==> src/rtl/flow_target_xfer.sv <==
// flow_target_xfer
//
// Target-side transfer engine between the bus FSM byte stream and the TTI queues.
//   - Private writes: bytes are packed little-endian into RxDataWidth words for the
//     RX data queue. On stop, any partial word is flushed, then a byte-count
//     descriptor is posted.
//   - Private reads: TxDataWidth words from the TX queue are sent LSB byte first.
//   - CCC: bytes are accepted and counted, but never queued.
//
// Ports
//   clk_i, rst_i                      clock, synchronous active-high reset
//   enable_i                          engine enable; low returns to Idle and clears everything
//   transfer_start_i/stop_i/type_i    transfer framing from the bus FSM
//   rx_byte_*                         bus RX byte handshake (bus -> engine)
//   tx_byte_*                         bus TX byte handshake (engine -> bus)
//   rx_queue_w*                       RX data queue write port
//   rx_desc_w*                        RX descriptor queue write port
//   tx_queue_r*                       TX data queue read port
//   err_type_o, err_underrun_o        single-cycle error pulses
//   xfer_cnt_o                        bytes moved in the current or last transfer
module flow_target_xfer #(
    parameter int RxDataWidth = 32,
    parameter int TxDataWidth = 32,
    parameter int CntWidth    = 16
) (
    input  logic                   clk_i,
    input  logic                   rst_i,
    input  logic                   enable_i,
    input  logic                   transfer_start_i,
    input  logic                   transfer_stop_i,
    input  logic [1:0]             transfer_type_i,
    input  logic                   rx_byte_valid_i,
    output logic                   rx_byte_ready_o,
    input  logic [7:0]             rx_byte_i,
    output logic                   tx_byte_valid_o,
    input  logic                   tx_byte_ready_i,
    output logic [7:0]             tx_byte_o,
    output logic                   rx_queue_wvalid_o,
    input  logic                   rx_queue_wready_i,
    output logic [RxDataWidth-1:0] rx_queue_wdata_o,
    output logic                   rx_desc_wvalid_o,
    input  logic                   rx_desc_wready_i,
    output logic [CntWidth-1:0]    rx_desc_wdata_o,
    input  logic                   tx_queue_rvalid_i,
    output logic                   tx_queue_rready_o,
    input  logic [TxDataWidth-1:0] tx_queue_rdata_i,
    output logic                   err_type_o,
    output logic                   err_underrun_o,
    output logic [CntWidth-1:0]    xfer_cnt_o
);

    localparam int RxBytes = RxDataWidth / 8;
    localparam int TxBytes = TxDataWidth / 8;
    localparam int IdxW    = (RxBytes > 1) ? $clog2(RxBytes) : 1;
    localparam int TxCntW  = $clog2(TxBytes + 1);

    localparam logic [2:0] ST_IDLE  = 3'd0;
    localparam logic [2:0] ST_WAIT  = 3'd1;
    localparam logic [2:0] ST_WRITE = 3'd2;
    localparam logic [2:0] ST_FLUSH = 3'd3;
    localparam logic [2:0] ST_DESC  = 3'd4;
    localparam logic [2:0] ST_READ  = 3'd5;
    localparam logic [2:0] ST_CCC   = 3'd6;

    logic [2:0]             state_q;
    logic [CntWidth-1:0]    xfer_cnt_q;
    logic [RxDataWidth-1:0] rx_acc_q;
    logic [RxDataWidth-1:0] rx_acc_next;
    logic [RxDataWidth-1:0] rx_word_q;
    logic [IdxW-1:0]        rx_idx_q;
    logic [IdxW-1:0]        rx_idx_next;
    logic                   rx_wvalid_q;
    logic [TxDataWidth-1:0] tx_buf_q;
    logic [TxCntW-1:0]      tx_cnt_q;
    logic                   err_type_q;
    logic                   err_underrun_q;
    logic                   underrun_seen_q;

    logic rx_stuck;
    logic rx_last_lane;
    logic wr_take;
    logic ccc_take;
    logic txq_take;
    logic tx_take;

    // Byte counter saturates at all-ones rather than wrapping.
    function automatic logic [CntWidth-1:0] sat_inc(input logic [CntWidth-1:0] v);
        return (&v) ? v : v + CntWidth'(1);
    endfunction

    // A full word that the queue has not taken yet blocks further bytes.
    assign rx_stuck     = rx_wvalid_q & ~rx_queue_wready_i;
    assign rx_last_lane = (rx_idx_q == IdxW'(RxBytes - 1));

    always_comb begin
        rx_byte_ready_o = 1'b0;
        if (state_q == ST_WRITE) begin
            rx_byte_ready_o = ~rx_stuck;
        end else if (state_q == ST_CCC) begin
            rx_byte_ready_o = 1'b1;
        end
    end

    assign wr_take  = (state_q == ST_WRITE) & rx_byte_valid_i & rx_byte_ready_o;
    assign ccc_take = (state_q == ST_CCC) & rx_byte_valid_i;

    // Insert the incoming byte into the lane selected by the running index.
    always_comb begin
        rx_acc_next = rx_acc_q;
        for (int i = 0; i < RxBytes; i++) begin
            if (rx_idx_q == IdxW'(i)) begin
                rx_acc_next[8*i +: 8] = rx_byte_i;
            end
        end
        rx_idx_next = rx_last_lane ? '0 : rx_idx_q + IdxW'(1);
    end

    assign tx_queue_rready_o = (state_q == ST_READ) && (tx_cnt_q == '0);
    assign tx_byte_valid_o   = (state_q == ST_READ) && (tx_cnt_q != '0);
    assign tx_byte_o         = tx_buf_q[7:0];
    assign txq_take          = tx_queue_rready_o & tx_queue_rvalid_i;
    assign tx_take           = tx_byte_valid_o & tx_byte_ready_i;

    assign rx_queue_wvalid_o = rx_wvalid_q;
    assign rx_queue_wdata_o  = rx_word_q;
    assign rx_desc_wvalid_o  = (state_q == ST_DESC);
    assign rx_desc_wdata_o   = (state_q == ST_DESC) ? xfer_cnt_q : '0;
    assign err_type_o        = err_type_q;
    assign err_underrun_o    = err_underrun_q;
    assign xfer_cnt_o        = xfer_cnt_q;

    always_ff @(posedge clk_i) begin
        if (rst_i || !enable_i) begin
            state_q         <= ST_IDLE;
            xfer_cnt_q      <= '0;
            rx_acc_q        <= '0;
            rx_word_q       <= '0;
            rx_idx_q        <= '0;
            rx_wvalid_q     <= 1'b0;
            tx_buf_q        <= '0;
            tx_cnt_q        <= '0;
            err_type_q      <= 1'b0;
            err_underrun_q  <= 1'b0;
            underrun_seen_q <= 1'b0;
        end else begin
            err_type_q     <= 1'b0;
            err_underrun_q <= 1'b0;

            // Queue handshake retires the held word; a new load below overrides this.
            if (rx_wvalid_q && rx_queue_wready_i) begin
                rx_wvalid_q <= 1'b0;
            end

            case (state_q)
                ST_IDLE: begin
                    state_q <= ST_WAIT;
                end

                ST_WAIT: begin
                    if (transfer_start_i) begin
                        case (transfer_type_i)
                            2'b00: begin
                                state_q    <= ST_WRITE;
                                xfer_cnt_q <= '0;
                            end
                            2'b01: begin
                                state_q         <= ST_READ;
                                xfer_cnt_q      <= '0;
                                underrun_seen_q <= 1'b0;
                            end
                            2'b10: begin
                                state_q    <= ST_CCC;
                                xfer_cnt_q <= '0;
                            end
                            default: begin
                                err_type_q <= 1'b1;
                            end
                        endcase
                    end
                end

                ST_WRITE: begin
                    if (wr_take) begin
                        xfer_cnt_q <= sat_inc(xfer_cnt_q);
                        rx_idx_q   <= rx_idx_next;
                        if (rx_last_lane) begin
                            rx_word_q   <= rx_acc_next;
                            rx_wvalid_q <= 1'b1;
                            rx_acc_q    <= '0;
                        end else begin
                            rx_acc_q <= rx_acc_next;
                        end
                    end
                    if (transfer_stop_i) begin
                        if (wr_take && rx_last_lane) begin
                            // Word just completed; descriptor waits for it to drain.
                            state_q <= ST_FLUSH;
                        end else if (wr_take || (rx_idx_q != '0)) begin
                            // Partial word: post it now unless a full word still blocks the port.
                            // A byte can only be taken when the port is not blocked.
                            if (!rx_stuck) begin
                                rx_word_q   <= wr_take ? rx_acc_next : rx_acc_q;
                                rx_wvalid_q <= 1'b1;
                                rx_acc_q    <= '0;
                                rx_idx_q    <= '0;
                            end
                            state_q <= ST_FLUSH;
                        end else if (rx_stuck) begin
                            state_q <= ST_FLUSH;
                        end else begin
                            state_q <= ST_DESC;
                        end
                    end
                end

                ST_FLUSH: begin
                    if (rx_wvalid_q) begin
                        if (rx_queue_wready_i) begin
                            if (rx_idx_q != '0) begin
                                rx_word_q   <= rx_acc_q;
                                rx_wvalid_q <= 1'b1;
                                rx_acc_q    <= '0;
                                rx_idx_q    <= '0;
                            end else begin
                                state_q <= ST_DESC;
                            end
                        end
                    end else if (rx_idx_q != '0) begin
                        rx_word_q   <= rx_acc_q;
                        rx_wvalid_q <= 1'b1;
                        rx_acc_q    <= '0;
                        rx_idx_q    <= '0;
                    end else begin
                        state_q <= ST_DESC;
                    end
                end

                ST_DESC: begin
                    if (rx_desc_wready_i) begin
                        state_q <= ST_WAIT;
                    end
                end

                ST_READ: begin
                    if (txq_take) begin
                        tx_buf_q <= tx_queue_rdata_i;
                        tx_cnt_q <= TxCntW'(TxBytes);
                    end else if (tx_take) begin
                        tx_buf_q   <= tx_buf_q >> 8;
                        tx_cnt_q   <= tx_cnt_q - TxCntW'(1);
                        xfer_cnt_q <= sat_inc(xfer_cnt_q);
                    end else if ((tx_cnt_q == '0) && tx_byte_ready_i && !underrun_seen_q) begin
                        // Reported once per read transfer.
                        err_underrun_q  <= 1'b1;
                        underrun_seen_q <= 1'b1;
                    end
                    if (transfer_stop_i) begin
                        // Unsent bytes are dropped, not returned to the queue.
                        state_q  <= ST_WAIT;
                        tx_buf_q <= '0;
                        tx_cnt_q <= '0;
                    end
                end

                ST_CCC: begin
                    if (ccc_take) begin
                        xfer_cnt_q <= sat_inc(xfer_cnt_q);
                    end
                    if (transfer_stop_i) begin
                        state_q <= ST_WAIT;
                    end
                end

                default: begin
                    state_q <= ST_IDLE;
                end
            endcase
        end
    end

endmodule

==> config.mk <==
export PLATFORM = sky130hd
export DESIGN_NAME = flow_target_xfer
export DESIGN_NICKNAME = d
export VERILOG_FILES = /design/src/rtl/flow_target_xfer.sv
export SDC_FILE = /design/constraint.sdc
export NUM_CORES = 1
export LEC_CHECK = 0
export ABC_AREA = 1
export BUFFER_PORTS_ARGS = -buffer_cell sky130_fd_sc_hd__buf_4
export CAP_MARGIN = 15
export CORE_AREA = 2 2 115 117
export DETAILED_ROUTE_END_ITERATION = 12
export DIE_AREA = 0 0 117 119
export GPL_ROUTABILITY_DRIVEN = 0
export PLACE_DENSITY = 0.91
export SLEW_MARGIN = 40
export SYNTH_ARGS = -nofsm -noshare
export SYNTH_HDL_FRONTEND = slang
export SYNTH_SLANG_ARGS = --single-unit
==> constraint.sdc <==
create_clock -name clk_i -period 2.2 [get_ports clk_i]
set_clock_uncertainty 0.1 [all_clocks]
set_input_delay 0.11 -clock clk_i [delete_from_list [all_inputs] [get_ports clk_i]]
set_output_delay 0.11 -clock clk_i [all_outputs]
set_load 0.02 [all_outputs]
Word-level counts from Yosys, hierarchy flattened
Index checks and enable logic that the tools add are counted.
Word-level totals
  flip-flop bits (word level): 124
  latch bits: 0
  memory bits (writable): 0
  ROM bits: 0
  input port bits: 52
  output and inout bits: 79
  word-level logic and storage cells: 163
  memories kept: 0
Cells by class
  $add $sub $neg: 3
  multiply operators: 0
  divide/modulo/power cells: 0
  $lt $le $gt $ge: 0
  eq/ne operators: 25
  shifts and indexed selects: 0
  multiplexer cells: 83
  bitwise gates (word level): 11
  reductions and logical operators: 30
Operators with widths (number)
  32-bit 2-to-1 mux: 22
  16-bit 2-to-1 mux: 8
  32-bit one-hot mux with 2 select lines: 2
  16-bit one-hot mux with 4 select lines: 1
  3-bit 2-to-1 mux: 13
  8-bit 2-to-1 mux: 4
  1-bit 2-to-1 mux: 19
  2-bit 2-to-1 mux: 9
  2-bit != test (second input constant): 9
  3-bit one-hot mux with 6 select lines: 1
  16-bit by 1-bit adder with 16-bit output (second input constant): 1
  16-bit AND reduction: 1
  6-bit AND reduction: 2
  3-bit equality test (second input constant): 3
  3-bit one-hot mux with 3 select lines: 1
  7-bit AND reduction: 1
  1-bit AND: 6
  2-bit equality test (second input constant): 3
  3-bit by 2-bit equality test with 1-bit output (second input constant): 2
  1-bit logical AND: 6
  3-bit logical NOT: 2
  2-bit by 1-bit != test with 1-bit output (second input constant): 3
  2-bit nonzero test: 3
  3-bit nonzero test: 2
  other kinds (17): 28

Longest topological paths before layout
  depth in word-level cells: 11
  depth in mapped cells: 12
  mapped depth without buffers: 12

Least setup slack after synthesis
OpenSTA, ideal clock, no wires.
  kind: register to register
  start point: register tx_cnt_q[0]
  end point: register xfer_cnt_q[10] (netlist: xfer_cnt_o[10])
  library setup time: 0.070 ns
  arrival time: 1.726 ns
  required time: 2.030 ns
  path slack: 0.304 ns
  cell stages (with the launch flop): 13
  buffers on the path: 1
  clock period less this slack: 1.896 ns
  cell sequence: dfxtp_1 > inv_1 > ha_1 > inv_1 > nor2_1 > nor2_2 > nand2_1 > nand2_1 > nand3_1 > nor2_4 > buf_4 > nand2_1 > a21oi_1
On the way
  cells in the longest elaborated chain, start to end: 5
  elaborated cells between the ends (all ways): 9
  classes of those cells: eq/ne: 2; bitwise: 2; reduce/logical: 5
RTL lines
  start, declared: RTL line 74  | logic [TxCntW-1:0] tx_cnt_q;
  start signal, assigned: RTL line 247  | tx_cnt_q <= TxCntW'(TxBytes);
  start signal, assigned: RTL line 250  | tx_cnt_q <= tx_cnt_q - TxCntW'(1);
  3-bit nonzero test: RTL line 119  | assign tx_byte_valid_o = (state_q == ST_READ) && (tx_cnt_q != '0);
  1-bit logical AND: RTL line 119
  via tx_byte_valid_o: RTL line 35  | output logic tx_byte_valid_o,
  1-bit AND: RTL line 122  | assign tx_take = tx_byte_valid_o & tx_byte_ready_i;
  2-bit != test (no line)
  7-bit AND reduction (no line)
  end signal, assigned: RTL line 184  | xfer_cnt_q <= sat_inc(xfer_cnt_q);
  end signal, assigned: RTL line 251  | xfer_cnt_q <= sat_inc(xfer_cnt_q);
  end signal, assigned: RTL line 267  | xfer_cnt_q <= sat_inc(xfer_cnt_q);
  end, declared: RTL line 66  | logic [CntWidth-1:0] xfer_cnt_q;
The timed path passes the listed nets, and every way through them passes these cells.
A chain may end at the register's enable or synchronous reset.

Final worst setup path
  start point: register rx_idx_q[0]
  end point: register state_q[1]
On the way
  cells in the longest elaborated chain, start to end: 6
  elaborated cells between the ends (all ways): 11
  classes of those cells: eq/ne: 1; mux: 7; reduce/logical: 3
RTL lines
  start, declared: RTL line 70  | logic [IdxW-1:0] rx_idx_q;
  start signal, assigned: RTL line 185  | rx_idx_q <= rx_idx_next;
  2-bit nonzero test: RTL line 198, 219, 228
  1-bit logical OR: RTL line 198  | end else if (wr_take || (rx_idx_q != '0)) begin
  3-bit 2-to-1 mux: RTL line 198
  3-bit 2-to-1 mux: RTL line 195  | if (wr_take && rx_last_lane) begin
  3-bit 2-to-1 mux: RTL line 194  | if (transfer_stop_i) begin
  3-bit one-hot mux with 6 select lines (*): RTL line 154  | case (state_q)
  end signal, assigned: RTL line 156  | state_q <= ST_WAIT;
  end signal, assigned: RTL line 163  | state_q <= ST_WRITE;
  end signal, assigned: RTL line 197  | state_q <= ST_FLUSH;
  end, declared: RTL line 65  | logic [2:0] state_q;
Every way passes the cells marked *; elsewhere a longest branch is shown, timed or not. The select of a mux whose other input is x is not followed.

==> insert_results.sql <==
INSERT INTO impl_metrics (metric_group, metric, value, unit) VALUES
('sta', 'timing.hold.ws', '0.02004', 'ns'),
('route', 'via_count', '8120', ''),
('worst_setup_path', 'reg2reg_from', 'rx_idx_q[0]$_SDFFE_PP0P_', ''),
('placement', 'dp_hpwl', '13110', 'um'),
('layout', 'final_layout_size_suffix_gt1_share', '17.25', '%'),
('global_routing', 'grt_pass1_wl', '34890', 'um'),
('route', 'antenna_left', '0', ''),
('hold_path', 'hold_path_class', 'input pin to flip-flop', ''),
('global_routing', 'grt_antenna_before_repair', '1', ''),
('worst_setup_path', 'crit_type', 'flip-flop to flip-flop', ''),
('worst_setup_path', 'worst_flop_to_flop_path_endpoint', 'state_q[1]$_SDFFE_PP0P_', ''),
('floorplan', 'pin_count', '131', ''),
('route', 'wl_per_cell', '15.17', 'um'),
('route', 'drt-total-wl', '22030', 'um'),
('sta', 'max_freq', '481.5', 'MHz'),
('synthesis', 'syn-instance-count', '1115', ''),
('global_routing', 'grt_pass1_vias', '7499', ''),
('cts', 'tritoncts', 'built', ''),
('synthesis', 'synth.cell_area', '0.006985', 'sq mm'),
('sta', 'worstMarginPinSlew', '0.5807', 'ns'),
('synthesis', 'synth_top_area_share', '35.54', '%'),
('synthesis', 'yosysWarningCount', '0', ''),
('synthesis', 'post-synth-top-count-cell', 'sky130_fd_sc_hd__nand2_1', ''),
('placement', 'port_buffers', '130', ''),
('cts', 'cts.clk_slew.worst_paths', '0.06', 'ns'),
('synthesis', 'ys.flop_type', 'sky130_fd_sc_hd__dfxtp_1', ''),
('synthesis', 'synthTopCellsByCount', '342 x sky130_fd_sc_hd__nand2_1, 128 x sky130_fd_sc_hd__o21ai_0, 124 x sky130_fd_sc_hd__dfxtp_1', ''),
('layout', 'final_nets', '1326', ''),
('floorplan', 'floorplan.die.width', '117', 'um'),
('worst_setup_path', 'critPathRequiredTime', '2.39', 'ns'),
('hold_path', 'worst_hold_path.num_cells', '5', ''),
('power', 'powerDensity', '615.1', 'mW/mm^2'),
('route', 'remaining_drc_errors', '0', ''),
('cts', 'cts_max_path_buffers', '2', ''),
('global_routing', 'grt_max_degree', '45', ''),
('sta', 'hold_viol_final', '0', ''),
('worst_setup_path', 'timing.critical_path.slowest_stage_cell', 'sky130_fd_sc_hd__nor3_1', ''),
('worst_setup_path', 'end_kind', 'flip-flop', ''),
('route', 'first_iter_violations', '1006', ''),
('placement', 'detailed_place.area', '0.008103', 'sq mm'),
('synthesis', 'synth.top_cells.by_area', 'sky130_fd_sc_hd__dfxtp_1 36%, sky130_fd_sc_hd__nand2_1 18%, sky130_fd_sc_hd__o21ai_0 9.2%', ''),
('worst_setup_path', 'sequence_of_cells_on_the_critical_path', 'inv_1, ha_1, inv_1, o21ai_0, nand2_1, nor3_1, inv_1, nand2_1, a21oi_1', ''),
('cts', 'cts.root.buffer_cell', 'sky130_fd_sc_hd__clkbuf_16', ''),
('floorplan', 'initial_utilization', '54.26', '%'),
('floorplan', 'standard_cell_row_count', '42', ''),
('cts', 'tritoncts.num_buffers', '17', ''),
('synthesis', 'ys_seq_elements', '124', ''),
('job', 'count_of_max_cap_constraint_violations', '0', ''),
('layout', 'finalInstanceArea', '0.009173', 'sq mm'),
('layout', 'layout-area-overhead-vs-synth', '31.31', '%'),
('power', 'max-vdd-ir-drop', '0.4616', 'mV'),
('synthesis', 'async_flop_share', '0', '%'),
('route', 'vias_per_inst', '5.592', ''),
('floorplan', 'die-area', '0.01392', 'sq mm'),
('cts', 'htree_levels', '4', ''),
('synthesis', 'post_synth_num_cell_types', '29', ''),
('worst_setup_path', 'crit_buf_inv', '3', ''),
('worst_setup_path', 'r2r.worst_path.cells', '9', ''),
('cts', 'clock_sink_count', '124', ''),
('worst_setup_path', 'worst-path-stages', '9', ''),
('layout', 'regArea', '0.002484', 'sq mm'),
('synthesis', 'part_of_the_yosys_area_used_for_sequential_elements', '35.54', '%'),
('floorplan', 'area_of_the_core', '0.01287', 'sq mm'),
('worst_setup_path', 'worst_path_dominant_cell_family', 'simple AND/OR/NAND/NOR gates', ''),
('outcome', 'status', 'complete, no violations', ''),
('layout', 'num-fill-cells', '962', ''),
('sta', 'period_share', '94.40', '%'),
('power', 'static-leakage-power', '3.965', 'nW'),
('sta', 'timing.final.max_slew_violations', '0', ''),
('synthesis', 'synth_top_area_cell', 'sky130_fd_sc_hd__dfxtp_1', ''),
('global_routing', 'groute.usage.overall', '31.10', '%');
power by group:
part,total [mW],switching (mW),internal [mW]
logic,0.454,0.263,0.191
registers,2.27,0.0109,2.26
clock network,2.92,1.12,1.80
worst max path at each step:
stage,slack [ns],start,to
3_3_place_gp,0.23,state_q[1]$_SDFFE_PP0P_,rx_queue_wdata_o[21]$_SDFFE_PP0P_
3_5_place_dp,0.12,state_q[1]$_SDFFE_PP0P_,rx_queue_wdata_o[9]$_SDFFE_PP0P_
2_1_floorplan,0.30,tx_cnt_q[0]$_SDFFE_PP0P_,xfer_cnt_o[10]$_SDFFE_PP0P_
4_1_cts,0.11,state_q[1]$_SDFFE_PP0P_,rx_queue_wdata_o[9]$_SDFFE_PP0P_
6_report,0.12,rx_idx_q[0]$_SDFFE_PP0P_,state_q[1]$_SDFFE_PP0P_
5_1_grt,-0.02,tx_cnt_q[0]$_SDFFE_PP0P_,tx_buf_q[12]$_SDFFE_PP0P_
state kept, by name, indices dropped and copies added, names as in the netlist:
| name | cells |
|---|---|
| err_type_o | 1 |
| err_underrun_o | 1 |
| rx_acc_q | 32 |
| rx_idx_q | 2 |
| rx_queue_wdata_o | 32 |
| rx_queue_wvalid_o | 1 |
| state_q | 3 |
| tx_buf_q | 32 |
| tx_cnt_q | 3 |
| underrun_seen_q | 1 |
| xfer_cnt_o | 16 |
cells by family (layout without fill, tap and decap cells):
kind of cell	after synthesis	count (layout)	synth area share [%]
compound gates	285	285	21.48
xor+xnor	8	8	1.003
fa+ha+maj	12	12	2.149
buf+inv	189	349	11.19
flops	124	124	35.54
other cells	0	1	0
simple gates	497	497	28.64
layout by cell type (no fill, tap or decap), types with 17 or more instances in the layout:
| cell | instances |
|---|---|
| sky130_fd_sc_hd__nor2_1 | 76 |
| sky130_fd_sc_hd__a21oi_1 | 121 |
| sky130_fd_sc_hd__dlygate4sd3_1 | 38 |
| sky130_fd_sc_hd__clkbuf_16 | 17 |
| sky130_fd_sc_hd__buf_4 | 152 |
| sky130_fd_sc_hd__dfxtp_1 | 123 |
| sky130_fd_sc_hd__a31oi_1 | 17 |
| sky130_fd_sc_hd__nand2_1 | 339 |
| sky130_fd_sc_hd__nand3_1 | 52 |
| sky130_fd_sc_hd__inv_1 | 110 |
| sky130_fd_sc_hd__o21ai_0 | 128 |
timing repair:
item / in CTS / in global routing
endpoints found under the hold margin: 38 / 0
endpoints found under the setup margin: 0 / 79
buffers inserted: 0 / 1
hold buffers: 38 / 0
resized for setup: 0 / 16
through the flow:
stage | instances | total power [mW] | setup TNS (ns) | setup slack, ns
after floorplan | 1115 | 2.516 | 0 | 0.3038
after global placement | 1380 | 2.678 | 0 | 0.2305
after detailed placement | 1380 | 2.685 | 0 | 0.1245
after CTS | 1450 | 5.620 | 0 | 0.1080
after global routing | 1452 | 5.796 | -0.05911 | -0.01875
final | 1452 | 5.642 | 0 | 0.1233
layer usage:
layer | track usage (%) | share of wire [%] | wire (um)
met4 | 15.66 | 4.0 | 871
met2 | 51.70 | 48 | 10580
met5 | 0 | 0 | 0
met3 | 6.463 | 9.5 | 2089
met1 | 37.58 | 39 | 8490
layout make-up:
cell class | instances | area share [%]
repair buffers | 197 | 17.87
multi-input cells | 802 | 40.94
inverters | 120 | 5.006
flip-flops and latches | 124 | 27.08
diodes | 1 | 0.02728
well taps | 176 | 2.401
clock buffers | 17 | 4.638
clock inverters | 15 | 2.046
worst register-to-register path: stages, from the launching register on:
cell                      delay (ns)
sky130_fd_sc_hd__dfxtp_1        0.33
sky130_fd_sc_hd__inv_1          0.13
sky130_fd_sc_hd__ha_1           0.21
sky130_fd_sc_hd__inv_1          0.10
sky130_fd_sc_hd__o21ai_0        0.31
sky130_fd_sc_hd__nand2_1        0.10
sky130_fd_sc_hd__nor3_1         0.38
sky130_fd_sc_hd__inv_1          0.14
sky130_fd_sc_hd__nand2_1        0.09
sky130_fd_sc_hd__a21oi_1        0.06
Power figures use the tool's default switching activity.
